## src/rtl/vme_rd_cmd_arbiter.sv

```systemverilog
// ============================================================================
// vme_rd_cmd_arbiter
//
// Purpose:
//   Shares the single VME read command channel among NUM_CLIENTS tensor-load
//   command generators (inp, wgt, acc, uop). A round-robin arbiter picks one
//   requester, registers its command onto io_vmeCmd, and records the granted
//   client ID in an in-order FIFO. Returned read-data beats are steered back
//   to the client at the FIFO head. The FIFO pops on the last beat of each
//   command.
//
// Handshake semantics (all channels): a transfer happens on a rising clock
//   edge where valid && ready are both 1. A producer holds valid and its
//   payload stable until the transfer. ready may depend combinationally on
//   valid. The one exception is io_req_ready, which is only offered in IDLE.
//
// Ports:
//   clock, reset           - sole clock, synchronous active-low reset
//   io_req_*               - per-client command request (addr/len/tag packed,
//                            client i in slice i)
//   io_vmeCmd_*            - registered command towards the VME read port
//   io_vmeData_*           - read-data beats returned by VME
//   io_rd_*                - beats routed to clients (valid one-hot, data and
//                            last broadcast)
//   io_err                 - sticky: a beat arrived with no command outstanding
//   io_stallCycles         - command back-pressure cycle count
//
// FSM state visibility: the FSM has two states and io_vmeCmd_valid is
//   exactly (state == SEND), so the state is observable on that port.
//
// Build option:
//   VME_RD_ARB_PERF_CNT_EN - when defined, io_stallCycles counts cycles with
//   io_vmeCmd_valid && !io_vmeCmd_ready (saturating). When undefined, the port
//   is tied to 0 and no counter is built.
//
// MAX_OUTST must be a power of two and at least 2.
// ============================================================================
module vme_rd_cmd_arbiter #(
    parameter int NUM_CLIENTS = 4,
    parameter int MAX_OUTST   = 8,
    parameter int DATA_W      = 64
) (
    input  logic                      clock,
    input  logic                      reset,
    input  logic [NUM_CLIENTS-1:0]    io_req_valid,
    output logic [NUM_CLIENTS-1:0]    io_req_ready,
    input  logic [NUM_CLIENTS*32-1:0] io_req_addr,
    input  logic [NUM_CLIENTS*8-1:0]  io_req_len,
    input  logic [NUM_CLIENTS*21-1:0] io_req_tag,
    input  logic                      io_vmeCmd_ready,
    output logic                      io_vmeCmd_valid,
    output logic [31:0]               io_vmeCmd_bits_addr,
    output logic [7:0]                io_vmeCmd_bits_len,
    output logic [20:0]               io_vmeCmd_bits_tag,
    input  logic                      io_vmeData_valid,
    output logic                      io_vmeData_ready,
    input  logic [DATA_W-1:0]         io_vmeData_bits_data,
    input  logic                      io_vmeData_bits_last,
    output logic [NUM_CLIENTS-1:0]    io_rd_valid,
    input  logic [NUM_CLIENTS-1:0]    io_rd_ready,
    output logic [DATA_W-1:0]         io_rd_data,
    output logic                      io_rd_last,
    output logic                      io_err,
    output logic [31:0]               io_stallCycles
);

    localparam int ID_W  = (NUM_CLIENTS > 1) ? $clog2(NUM_CLIENTS) : 1;
    localparam int PTR_W = $clog2(MAX_OUTST);
    localparam int CNT_W = PTR_W + 1;

    typedef enum logic [0:0] {
        IDLE = 1'b0,
        SEND = 1'b1
    } state_t;

    state_t            state;
    logic [ID_W-1:0]   rrPtr;
    logic [ID_W-1:0]   cmdId;
    logic              errReg;

    // Outstanding-command ID FIFO
    logic [ID_W-1:0]   fifoMem [MAX_OUTST];
    logic [PTR_W-1:0]  wrPtr;
    logic [PTR_W-1:0]  rdPtr;
    logic [CNT_W-1:0]  count;
    logic              fifoEmpty;
    logic              fifoFull;
    logic [ID_W-1:0]   headId;

    // Arbitration
    logic              grantFound;
    logic [ID_W-1:0]   grantId;
    logic              grant;
    logic [31:0]       selAddr;
    logic [7:0]        selLen;
    logic [20:0]       selTag;

    logic              push;
    logic              pop;
    logic              beatFire;

    assign fifoEmpty = (count == '0);
    assign fifoFull  = (count == CNT_W'(MAX_OUTST));
    assign headId    = fifoMem[rdPtr];

    // Round-robin search: first requester at or after (rrPtr+1) mod N.
    always_comb begin
        logic [ID_W-1:0] cand;
        grantFound = 1'b0;
        grantId    = '0;
        cand       = '0;
        for (int k = 1; k <= NUM_CLIENTS; k++) begin
            cand = ID_W'((int'(rrPtr) + k) % NUM_CLIENTS);
            if (!grantFound && io_req_valid[cand]) begin
                grantFound = 1'b1;
                grantId    = cand;
            end
        end
    end

    // Payload mux for the winning client.
    always_comb begin
        selAddr = '0;
        selLen  = '0;
        selTag  = '0;
        for (int i = 0; i < NUM_CLIENTS; i++) begin
            if (grantId == ID_W'(i)) begin
                selAddr = io_req_addr[32*i +: 32];
                selLen  = io_req_len[8*i +: 8];
                selTag  = io_req_tag[21*i +: 21];
            end
        end
    end

    // Grant only in IDLE with room in the ID FIFO; reset suppresses it so
    // no client sees an acceptance that the reset edge would discard.
    assign grant        = reset && (state == IDLE) && grantFound && !fifoFull;
    assign io_req_ready = grant ? (NUM_CLIENTS'(1) << grantId) : '0;

    assign io_vmeCmd_valid = (state == SEND);

    assign push     = reset && (state == SEND) && io_vmeCmd_ready;
    assign beatFire = io_vmeData_valid && io_vmeData_ready;
    assign pop      = beatFire && io_vmeData_bits_last;

    // Data routing: beats belong to the oldest outstanding command.
    assign io_rd_valid      = (io_vmeData_valid && !fifoEmpty) ? (NUM_CLIENTS'(1) << headId) : '0;
    assign io_vmeData_ready = !fifoEmpty && io_rd_ready[headId];
    assign io_rd_data       = io_vmeData_bits_data;
    assign io_rd_last       = io_vmeData_bits_last;
    assign io_err           = errReg;

    // FSM, command output registers, FIFO pointers and error flag.
    always_ff @(posedge clock) begin
        if (!reset) begin
            state               <= IDLE;
            rrPtr               <= ID_W'(NUM_CLIENTS - 1);
            cmdId               <= '0;
            io_vmeCmd_bits_addr <= '0;
            io_vmeCmd_bits_len  <= '0;
            io_vmeCmd_bits_tag  <= '0;
            wrPtr               <= '0;
            rdPtr               <= '0;
            count               <= '0;
            errReg              <= 1'b0;
        end else begin
            case (state)
                IDLE: begin
                    if (grant) begin
                        io_vmeCmd_bits_addr <= selAddr;
                        io_vmeCmd_bits_len  <= selLen;
                        io_vmeCmd_bits_tag  <= selTag;
                        cmdId               <= grantId;
                        state               <= SEND;
                    end
                end
                SEND: begin
                    // Pointer advances only once the command is really issued.
                    if (io_vmeCmd_ready) begin
                        rrPtr <= cmdId;
                        state <= IDLE;
                    end
                end
                default: state <= IDLE;
            endcase

            if (push) begin
                wrPtr <= wrPtr + 1'b1;
            end
            if (pop) begin
                rdPtr <= rdPtr + 1'b1;
            end
            case ({push, pop})
                2'b10:   count <= count + 1'b1;
                2'b01:   count <= count - 1'b1;
                default: count <= count;
            endcase

            if (io_vmeData_valid && fifoEmpty) begin
                errReg <= 1'b1;
            end
        end
    end

    // ID storage needs no reset: entries are only read while count > 0.
    always_ff @(posedge clock) begin
        if (push) begin
            fifoMem[wrPtr] <= cmdId;
        end
    end

`ifdef VME_RD_ARB_PERF_CNT_EN
    logic [31:0] stallCnt;

    always_ff @(posedge clock) begin
        if (!reset) begin
            stallCnt <= '0;
        end else if (io_vmeCmd_valid && !io_vmeCmd_ready && (stallCnt != 32'hFFFF_FFFF)) begin
            stallCnt <= stallCnt + 32'd1;
        end
    end

    assign io_stallCycles = stallCnt;
`else
    assign io_stallCycles = '0;
`endif

endmodule

```

## config.mk

```make
export PLATFORM = sky130hd
export DESIGN_NAME = vme_rd_cmd_arbiter
export DESIGN_NICKNAME = d
export VERILOG_FILES = /design/src/rtl/vme_rd_cmd_arbiter.sv
export SDC_FILE = /design/constraint.sdc
export NUM_CORES = 1
export LEC_CHECK = 0
export ABC_AREA = 1
export CAP_MARGIN = 25
export CORE_AREA = 10 10 182 184
export CTS_CLUSTER_SIZE = 12
export DETAILED_ROUTE_END_ITERATION = 10
export DIE_AREA = 0 0 192 194
export PLACE_DENSITY = 0.7
export SLEW_MARGIN = 5
export SYNTH_ARGS = -nofsm -noshare
export SYNTH_HDL_FRONTEND = slang
export SYNTH_SLANG_ARGS = --single-unit
```

## constraint.sdc

```tcl
create_clock -name clock -period 3.24 [get_ports clock]
set_clock_uncertainty 0.1 [all_clocks]
set_input_delay 0.648 -clock clock [delete_from_list [all_inputs] [get_ports clock]]
set_output_delay 0.648 -clock clock [all_outputs]
set_load 0.05 [all_outputs]
```

* Word level (Yosys, flattened, before mapping)
Memory sizes are Yosys's and may differ from the RTL's. A register that Yosys moved wholly into a read port is not among the register bits.
Index checks and enable logic that the tools add are counted.
** Storage, ports and cells
- ROM bits :: 0
- Register bits :: 77
- Bits in latches :: 0
- Output and inout bits :: 169
- Memory bits (writable) :: 16
- Word-level logic and storage cells :: 96
- Bits of input ports :: 321
- Memories :: 1
** Memories
- fifoMem :: words 8, bits a word 2, read ports 1, clocked after Yosys merged registers in 1, wr ports 1, RTL line 82 : logic [ID_W-1:0] fifoMem [MAX_OUTST];
** Operators by class
- Shift operators :: 2
- Bitwise logic cells :: 1
- Muxes and demuxes :: 40
- Divide/modulo/power cells :: 0
- $mul :: 0
- $lt $le $gt $ge :: 5
- Reduce and logical (&&, ||, !) cells :: 23
- Add/sub/neg operators :: 8
- Eq/ne operators :: 6
** Operators by type and width (number)
- $mux 32 :: 4
- $mux 21 :: 4
- $mux 8 :: 4
- $lt 2x3->1 const B :: 5
- $logic_and 1x1->1 :: 13
- $mux 1 :: 13
- $bmux 1 s2 :: 5
- $mux 2 :: 4
- $mux 4 :: 2
- $pmux 4 s2 :: 1
- $shl 1x2->4 const A :: 2
- $add 3x1->3 const B :: 2
- $eq 2x2->1 const B :: 3
- $mux 3 :: 2
- $logic_not 1->1 :: 5
- $add 2x1->2 const B :: 2
- $add 2x2->2 const B :: 2
- $add 4x1->4 const B :: 1
- $eq 2x1->1 const B :: 2
- $eq 4x4->1 const B :: 1
- $logic_not 4->1 :: 1
- $reduce_and 2->1 :: 2
- $sub 4x1->4 const B :: 1
- $logic_not 2->1 :: 1
- other kinds (3) :: 3

* Logic depth before layout (Yosys ltp)
Gate-level depths: netlist of the first run.
- Word-level depth :: 18
- Mapped depth :: 22
- Depth with buffers taken out :: 21

* Worst setup path after synthesis of the first run
OpenSTA, ideal clock, no wires.
- Path type :: in2out
- Start :: in reset
- End :: out io_req_ready[1]
- Path buffers :: 2
- Stages :: 8
- Arrival time :: 2345 ps
- Path slack :: 147 ps
- Cells stage by stage :: clkbuf_1 > inv_2 > nor3_1 > nand2_1 > inv_2 > clkbuf_1 > nand2_1 > nor2_1
** Between the ends
- Cells in the longest elaborated chain, start to end :: 4
** RTL lines
- start: declaration :: RTL line 44 : input logic reset,
- $logic_and 1x1->1 (3 in a row) :: RTL line 137 : assign grant = reset && (state == IDLE) && grantFound && !fifoFull;
- $mux 4 :: RTL line 138 : assign io_req_ready = grant ? (NUM_CLIENTS'(1) << grantId) : '0;
- end: declaration :: RTL line 46 : output logic [NUM_CLIENTS-1:0] io_req_ready,
No other way between the ends.

==> results of run 1 <==
-- path summary, 6_finish.rpt --
| check | start | end | slack [ns] | depth (start not counted) |
|---|---|---|---|---|
| setup reg to reg | flop | count[2]$_SDFFE_PN0P_ | 0.30 | 21 |
| hold reg to reg | io_err$_SDFFE_PN0P_ | io_err$_SDFFE_PN0P_ | 0.36 | 2 |
| hold / removal | io_err$_SDFFE_PN0P_ | io_err$_SDFFE_PN0P_ | 0.36 | 2 |
| setup / recovery | flop | count[2]$_SDFFE_PN0P_ | 0.30 | 21 |
-- metal layers --
| metal | track usage, % | up-vias |
|---|---|---|
| met5 | 0 | - |
| met4 | 5.980 | 0 |
| met3 | 7.140 | 43 |
| met2 | 26.34 | 368 |
| li1 | - | 3803 |
| met1 | 17.23 | 3401 |
-- cells in the mapped netlist --
library cell,number
nand2_1,369
nor2_1,160
buf_4,108
dfxtp_1,80
nand3_1,73
inv_1,64
o21ai_0,49
a21oi_1,39
buf_2,16
edfxtp_1,16
clkbuf_1,14
a21boi_0,11
nand2_2,11
o21ai_1,8
inv_2,7
buf_6,6
nand3_2,6
nor2_2,6
ha_1,5
nand2_4,5
o211ai_1,5
buf_1,4
nand3b_1,4
nor3_1,4
nand4_1,3
xor2_1,3
nor2_4,2
nor2_8,2
nor4_1,2
a211oi_1,1
a21boi_1,1
buf_12,1
buf_8,1
conb_1,1
inv_4,1
inv_6,1
nand2_8,1
nand4_2,1
o31ai_1,1
or2_1,1
xnor2_1,1
-- worst min-delay path, cell delays in order, from the launching register on --
cell	delay [ns]
dfxtp_1	0.32
inv_1	0.05
a21oi_1	0.05
-- cells in the final DEF (no fill, tap or decap), drive strengths merged --
| cell | Yosys | routed |
|---|---|---|
| a21oi | 39 | 39 |
| xnor2 | 1 | 1 |
| o211ai | 5 | 5 |
| nand2 | 386 | 386 |
| conb | 1 | 32 |
| o21ai | 57 | 57 |
| xor2 | 3 | 3 |
| clkinv | 0 | 3 |
| nand3b | 4 | 4 |
| a21boi | 12 | 12 |
| inv | 73 | 75 |
| clkbuf | 14 | 11 |
| a211oi | 1 | 1 |
| nand3 | 79 | 79 |
| clkdlybuf4s50 | 0 | 316 |
| dfxtp | 80 | 80 |
| or2 | 1 | 1 |
| diode | 0 | 1 |
| dlymetal6s2s | 0 | 4 |
| nor4 | 2 | 2 |
| edfxtp | 16 | 16 |
| nand4 | 4 | 4 |
| ha | 5 | 5 |
| buf | 136 | 45 |
| o31ai | 1 | 1 |
| nor3 | 4 | 4 |
| nor2 | 170 | 170 |
-- state kept, by name (all words and copies together) (netlist names), named ones only --
| name | cells |
|---|---|
| cmdId | 2 |
| count | 4 |
| fifoMem | 16 |
| io_err | 1 |
| io_vmeCmd_bits_addr | 32 |
| io_vmeCmd_bits_len | 8 |
| io_vmeCmd_bits_tag | 21 |
| io_vmeCmd_valid | 1 |
| rdPtr | 3 |
| rrPtr | 2 |
| wrPtr | 3 |
-- cells by family (layout without fill, tap and decap cells) --
group	after synthesis	in the layout	synth area share (%)
simple gates	650	650	39.92
xor+xnor	4	4	0.5074
other cells	1	33	0.05431
fa+ha+maj	5	5	0.9060
flops	96	96	30.15
compound gates	115	115	9.024
buf+inv	223	454	19.44
-- per-stage QoR --
stage / TNS, ns / cells / hold WS (ns) / total power, mW
finish: 0 / 1747 / 0.3631 / 4.971
global route: 0 / 1747 / 0.3816 / 5.283
CTS: 0 / 1744 / 0.3651 / 5.029
detailed placement: -3.402 / 1728 / 0.3528 / 3.912
global placement: -0.3775 / 1728 / 0.3464 / 3.890
floorplan: 0 / 1125 / 0.3604 / 3.152
-- power breakdown --
part | internal (mW) | total [mW] | leakage (nW) | switching, mW
sequential | 1.34 | 1.42 | 0.805 | 0.0785
clock | 0.574 | 1.09 | 0.145 | 0.518
combinational | 0.924 | 2.46 | 3.62 | 1.54
total | 2.84 | 4.97 | 4.57 | 2.13
-- cell type report --
class | instances | area [um2] | share of cell area (%)
antenna | 1 | 2.502 | 0.02396
clock inverter | 5 | 36.28 | 0.3475
inverter | 73 | 286.5 | 2.744
timing repair buffer | 365 | 3651 | 34.96
multi-input combinational | 806 | 3638 | 34.84
sequential | 96 | 2086 | 19.97
tap | 390 | 488.0 | 4.673
clock buffer | 11 | 254.0 | 2.432
-- timing repair --
item | CTS | global route
gates resized for setup | 4 | 16
pin swaps | 0 | 6
endpoints found under the setup margin | 4 | 7
setup buffers | 0 | 2
==> metrics list, run 1 <==
- From bottom edge to top edge, the die measures 194 um.
- Initial core utilization: 23.49%
- Cell class contributing the biggest share of worst-path delay: simple AND/OR/NAND/NOR gates
* Number of storage elements in the synthesis netlist: 96
- Pin slew with the least headroom to its limit: 0.8456 ns
- Sum of met2 wire segment lengths after detailed routing: 14.81 mm
- Final count of pins violating max slew: 0
* Max Root-Sink Buffers: 2
* Required arrival time at the worst endpoint: 3.39 ns
- Clock latency on the worst-skew pair, taken at its later pin, is 0.35 ns.
* Number of warning messages in the yosys log: 0
- 490 I/O pins were placed.
- Subtracting the final worst setup slack from the clock period gives 2.943 ns.
* Crit. End Element: flop
- The worst pin sits at a relative slew slack of 43.62%.
- Final Net Count: 1677
* Top cell type's share of synthesized area: 23.19%
* Clock net sink count: 96
* Clock tree from TritonCTS: yes
* Fin area: 0.01044 mm2
* H-tree depth reported by CTS: 3
- The die is 192 um wide.
- Compared with the post-synthesis result, the final layout area differs by 51.22%.
* All-Layer GR Usage: 15.83%
- Once detail routing completed, the nets flagged for antenna violations numbered 0.
- CTS Hold Buffers Added: 0
* Via count: 7615
* Synth area leader: dfxtp_1
- Die ar.: 0.03725 mm2
- In this run, the number of DRC markers left after iteration 0 of detailed routing was 334.
- Number of filler instances in the final layout: 3139
- The first global-routing pass estimated 45.36 mm of wire.
- Clock-pin slew was measured on the worst setup and hold paths at 0.08 ns.
* Max-capacitance violation count: 0
* Detailed placer's ending HPWL: 24.99 mm
- The most numerous cell type found on the critical path is nand2_1.
* Count of standard-cell rows: 63
* DRC violation count after routing: 0
- The synthesized netlist occupies a cell area of 0.006905 mm2.
- The routed design uses 3.334 mm of met3 wire.
- Peak clock frequency supported by timing: 339.8 MHz
- Power per cell area: 476.0 mW/mm2
* Buffers on Ports: 329
- DP Area: 0.01008 mm2
- Part of the cycle the worst path needs: 90.82%
* Final routed wire length divided by cell count: 17.67 um
- Share of the yosys chip area belonging to registers: 30.15%
* Chain of cells forming the critical path: inv_1, nand2_1, nand3_1, nand2_1, nand2_1, nand2_1, inv_1, nand3b_1, nand2_1, nor2_1, nand3_2, inv_1, ha_1, nand2_1, inv_1, nor2_1, ha_1, a21oi_1, xor2_1, o21ai_0, inv_1
- The highest metal layer carrying signal wires in the routed design is met4.
- The cell count after synthesis came out at 1094.
- Setup repair after global routing left no endpoint under its margin.
- Util after Layout: 35.52%
- The via count of the first global-routing pass is 7725.
- Total of endpoints with negative setup slack in the final report: 0
- After synthesis, the mean cell area works out to 6.312 um2.
- Clock tree synthesis selected as its root buffer the cell clkbuf_16.
- In the final layout, the share of cells above drive strength 1 is 8.481%.
- The worst-case IR drop observed on VDD is 0.2050 mV.
- The first detailed-routing pass ran for 5 iterations.
* Placement Setup Slack: -0.1299 ns
- Leakage Power: 4.568 nW
- The worst setup path is launched from a flop.
- The congestion estimate from routability-driven global placement came to 0.8623.
- For this design, the slowest cell found on the critical path is dfxtp_2.
* Data arrival time of the worst path: 3.09 ns
- Global routing finished with a remaining overflow of 0.
* Synth area leaders: dfxtp_1 (23%), nand2_1 (20%), buf_4 (12%), nor2_1 (8.7%), edfxtp_1 (7.0%)
* Largest fanout on the critical path: 9
* Largest net degree at the start of global routing: 54
- Routed Wire Length: 30.88 mm
- TritonCTS created 9 clock buffers.
- For this block, wires on met1 add up to 11.86 mm.
- Run status: finished, final reports clean
- The path class of the tightest hold or removal check is reg -> reg.
- The critical path contains buffers and inverters numbering 5 combined.
- In the routed layout, each cell is associated on average with a via count of 4.359.
- Core outline area: 0.02940 mm2
- Category of the most critical setup path: reg -> reg
* Largest stage delay, worst path: 0.41 ns
* Antenna violations before repair: 1
- The count of final hold-check violations is 0.
* Post-route setup slack: 0.2973 ns
- Number of distinct standard cells referenced by the synthesized netlist: 41
(Power assumes the default switching activity.)
==> inputs of run 2 (changes only) <==
--- a/config.mk
+++ b/config.mk
@@ -5,13 +5,13 @@
 export SDC_FILE = /design/constraint.sdc
 export NUM_CORES = 1
 export LEC_CHECK = 0
-export ABC_AREA = 1
+export ABC_AREA = 0
 export CAP_MARGIN = 25
-export CORE_AREA = 10 10 182 184
+export CORE_AREA = 10 10 184 186
 export CTS_CLUSTER_SIZE = 12
 export DETAILED_ROUTE_END_ITERATION = 10
-export DIE_AREA = 0 0 192 194
-export PLACE_DENSITY = 0.7
+export DIE_AREA = 0 0 194 196
+export PLACE_DENSITY = 0.67
 export SLEW_MARGIN = 5
 export SYNTH_ARGS = -nofsm -noshare
 export SYNTH_HDL_FRONTEND = slang
==> run 2 against run 1 <==
Against the previous run:
- register-to-register slack got worse by 0.15 ns
- critical path depth decreased by 14
- power decreased by 20%
- final cell count decreased by 17%
- critical endpoint is now io_rd_valid[2]
==> metrics list, run 2 <==
* Largest net degree at the start of global routing: 73
- Number of warning messages in the yosys log: 0
* Category of the most critical setup path: reg -> out
* Commonest cells after routing, fill and taps aside: clkdlybuf4s50_1 (319), nand2_1 (142), dfxtp_1 (79), and3_1 (64), a21boi_0 (59)
- Largest stage delay, worst path: 0.50 ns
- Count of standard-cell rows: 64
- Derived from the worst setup path, the maximum achievable clock frequency is 321.2 MHz.
* Power per cell area: 391.4 mW/mm2
* Sequential cell fraction of total power: 33.6%
- Largest register by flop count: io_vmeCmd_bits_addr
- Clock tree from TritonCTS: yes
- Switching component of the power: 1.482 mW
- After the last flow step, the layout net total stands at 1371.
- Clock tree synthesis inserted a total of 9 buffers.
- Run status: finished, final reports clean
- Data arrival time of the worst path: 2.37 ns
* Die ar.: 0.03802 mm2
* Final routed wire length divided by cell count: 19.77 um
- Detailed placement ended at an HPWL of 22.38 mm.
- The count of nets left with antenna violations once routing finished came out at 0.
* Placed Instances: 1427
- Clock net sink count: 96
* Top cell type's share of synthesized area: 24.67%
- Gate power share: 38.0%
- Part of the total power dissipated in the clock network: 28.3%
* Final count of pins violating max slew: 0
* Pin slew with the least headroom to its limit: 0.6755 ns
- Max Root-Sink Buffers: 2
- Synth area leader: dfxtp_1
* Total of endpoints with negative setup slack in the final report: 0
- The cell sitting at the root of the clock tree is a clkbuf_16.
- Synth async-reset ratio: 0%
- Measured along the y axis, the die boundary spans 196 um.
* Worst vdd ir: 0.2146 mV
* Post-Route Hold Slack: 0.3576 ns
* Hold violation total from the final report: 0
- Top-level port count: 490
- Final Non-Filler Cells: 1446
* Most instantiated flip-flop cell in the synthesis netlist: dfxtp_1
- After clock tree synthesis, the clock-pin slew on the worst setup and hold paths is 0.08 ns.
- Counting every instance in the synthesized netlist gives 813.
- Antenna diode count: 0
* All-Layer GR Usage: 14.01%
- Number of storage elements in the synthesis netlist: 96
- Dominant cell type by count on the critical path: buf_4
* H-tree depth reported by CTS: 3
- Across all layers, the routed design uses 6761 vias.
- Starting DRC count in detailed routing: 331
- Compared with the post-synthesis result, the final layout area differs by 56.76%.
- The signal on the critical path passes through mux2_1, mux4_2, buf_4, buf_4, nand2b_1, nor2b_1, buf_12.
* Total global routing overflow: 0
* Buffers on Ports: 329
- End point of the worst hold path: io_vmeCmd_bits_tag[9]$_SDFFE_PN0P_
- Crit Reg-Reg Endpoint: count[3]$_SDFFE_PN0P_
- Routability-driven placement finished with a final weighted congestion of 0.7944.
- Part of the cycle the worst path needs: 96.09%
- Cell area after synthesis: 0.006492 mm2
* Hold/Removal Path Class: reg -> reg
- Setup slack on the worst reg-to-reg path comes out at 0.15 ns.
- The startpoint identified for the worst hold timing path is io_vmeCmd_bits_tag[9]$_SDFFE_PN0P_.
- The register with the most flip-flops in the layout has 32 of them.
- Most common cell in the synthesized netlist: nand2_1
- Once the floorplan was initialized, standard cells occupied 21.45% of the core.
- In this run, synthesis inferred 16 flip-flops with an integrated enable.
* Synth Area per Inst: 7.986 um2
- Leaving out fill and tap cells, the most frequent cell in the layout is clkdlybuf4s50_1.
- The worst pin sits at a relative slew slack of 54.83%.
* Number of distinct standard cells referenced by the synthesized netlist: 45
* Biggest regs: io_vmeCmd_bits_addr x32, io_vmeCmd_bits_tag x21, fifoMem x16
- Clock Latency Late Sink: 0.35 ns
* Reg2reg path depth: 12
* Max-capacitance violation count: 0
* CP Buf/Inv Count: 3
* Required arrival time at the worst endpoint: 2.49 ns
* Crit start category: flop
* Share of final-layout standard cells stronger than drive strength 1: 7.905%
* DRC violation count after routing: 0
- The total area inside the core boundary comes to 0.03027 mm2.
* Cell class contributing the biggest share of worst-path delay: multiplexers
* TritonRoute pass-1 iters: 5
- The worst setup path is captured at an output port.
- Final critical path time including I/O delays and setup: 3.113 ns
* Routed Wire Length: 28.58 mm
* Internal power: 2.502 mW
- Wire length of the first global-routing pass: 42.30 mm
- Measured along the x axis, the die boundary spans 194 um.
* Synth area leaders: dfxtp_1 (25%), buf_4 (11%), nand2_1 (8.3%), edfxtp_1 (7.4%), a21boi_0 (6.9%)
- The number of antenna violations at the first check in global routing came to 0.
- For this design, the slowest cell found on the critical path is mux4_2.
- Leakage Power: 3.784 nW
* Largest fanout on the critical path: 5
* Via count of the first global-routing pass: 7098
* Share of the yosys chip area belonging to registers: 32.07%
- The worst hold path was traced through 2 stages.
* Commonest cells post-synth: nand2_1 (143), buf_4 (97), dfxtp_1 (80)
- CTS Hold Buffers Added: 0
* Net switching share of the total power: 37.20%
- Via count normalized by instance count: 4.676
run 2: changes by cell type after synthesis, moves of 17 or more:
cell / delta
nand2_1: -226
nor2_1: -148
and3_1: +64
inv_1: -62
nand3_1: -50
a21boi_0: +49
clkbuf_1: +49
a311o_1: +42
a211oi_1: +41
a22oi_1: +19
a21oi_1: -17
run 2: worst min-delay path, cell delays in order (launching register included):
cell	delay, ns
dfxtp_1	0.32
nand2_1	0.05
a21boi_1	0.05
run 2: final cells by class:
class	count	area, um2
multi-input combinational	576	3628
inverter	2	7.507
clock inverter	7	86.33
fill	3167	20090
sequential	96	2086
timing repair buffer	360	3649
tap	396	495.5
clock buffer	9	225.2
run 2: what timing repair did:
item,in CTS,in global routing
hold endpoints to repair,0,0
gates resized for setup,2,12
setup endpoints to repair,3,4
buffers inserted,1,2
pin swaps,0,2
gates cloned,0,0
run 2: per-stage QoR:
step | total power, mW | util [%] | setup WS, ns | setup TNS, ns | cell area [um2]
2_1_floorplan | 2.421 | - | -0.04722 | -0.1013 | 6626
5_1_grt | 4.196 | 33.62 | -0.02985 | -0.03421 | 10180
3_5_place_dp | 2.891 | 32.35 | -0.04957 | -0.05101 | 9791
4_1_cts | 4.055 | 33.41 | 0.01639 | 0 | 10110
3_3_place_gp | 2.881 | 32.35 | -0.01480 | -0.01480 | 9791
6_report | 3.984 | 33.62 | 0.1268 | 0 | 10180
run 2: how the worst max path moves through the flow:
| stage | from | endpoint | slack (ns) | depth (start not counted) |
|---|---|---|---|---|
| after CTS | flop | count[2]$_SDFFE_PN0P_ | 0.02 | 13 |
| final | flop | io_rd_valid[2] | 0.13 | 7 |
| after detailed placement | flop | count[2]$_SDFFE_PN0P_ | -0.05 | 12 |
| after floorplan | reset | io_req_ready[1] | -0.05 | 7 |
| after global routing | flop | count[3]$_SDFFE_PN0P_ | -0.03 | 12 |
| after global placement | flop | count[2]$_SDFFE_PN0P_ | -0.01 | 12 |
run 2: cells by family after synthesis:
logic type / share of synthesized area, %
AND/OR/NAND/NOR: 20.54
AO/OA/AOI/OAI: 27.21
buffers and inverters: 15.74
flip-flops: 32.07
multiplexers: 2.467
XOR/XNOR: 0.9443
adder cells (fa/ha/maj): 0.9636
other: 0.05776
run 2: power groups by stage:
stage / registers (mW) / clock network (mW) / logic [mW]
floorplan: 1.62 / 0 / 0.806
global placement: 1.36 / 0 / 1.52
detailed placement: 1.37 / 0 / 1.52
CTS: 1.34 / 1.19 / 1.53
global route: 1.35 / 1.23 / 1.62
finish: 1.34 / 1.13 / 1.51
run 2: layer usage:
metal	share of wire (%)	up-vias	global-route usage, %
met5	0	-	0
met4	1.3	0	2.850
met3	9.4	20	5.831
met2	50	325	24.40
li1	-	3255	-
met1	40	3161	15.68
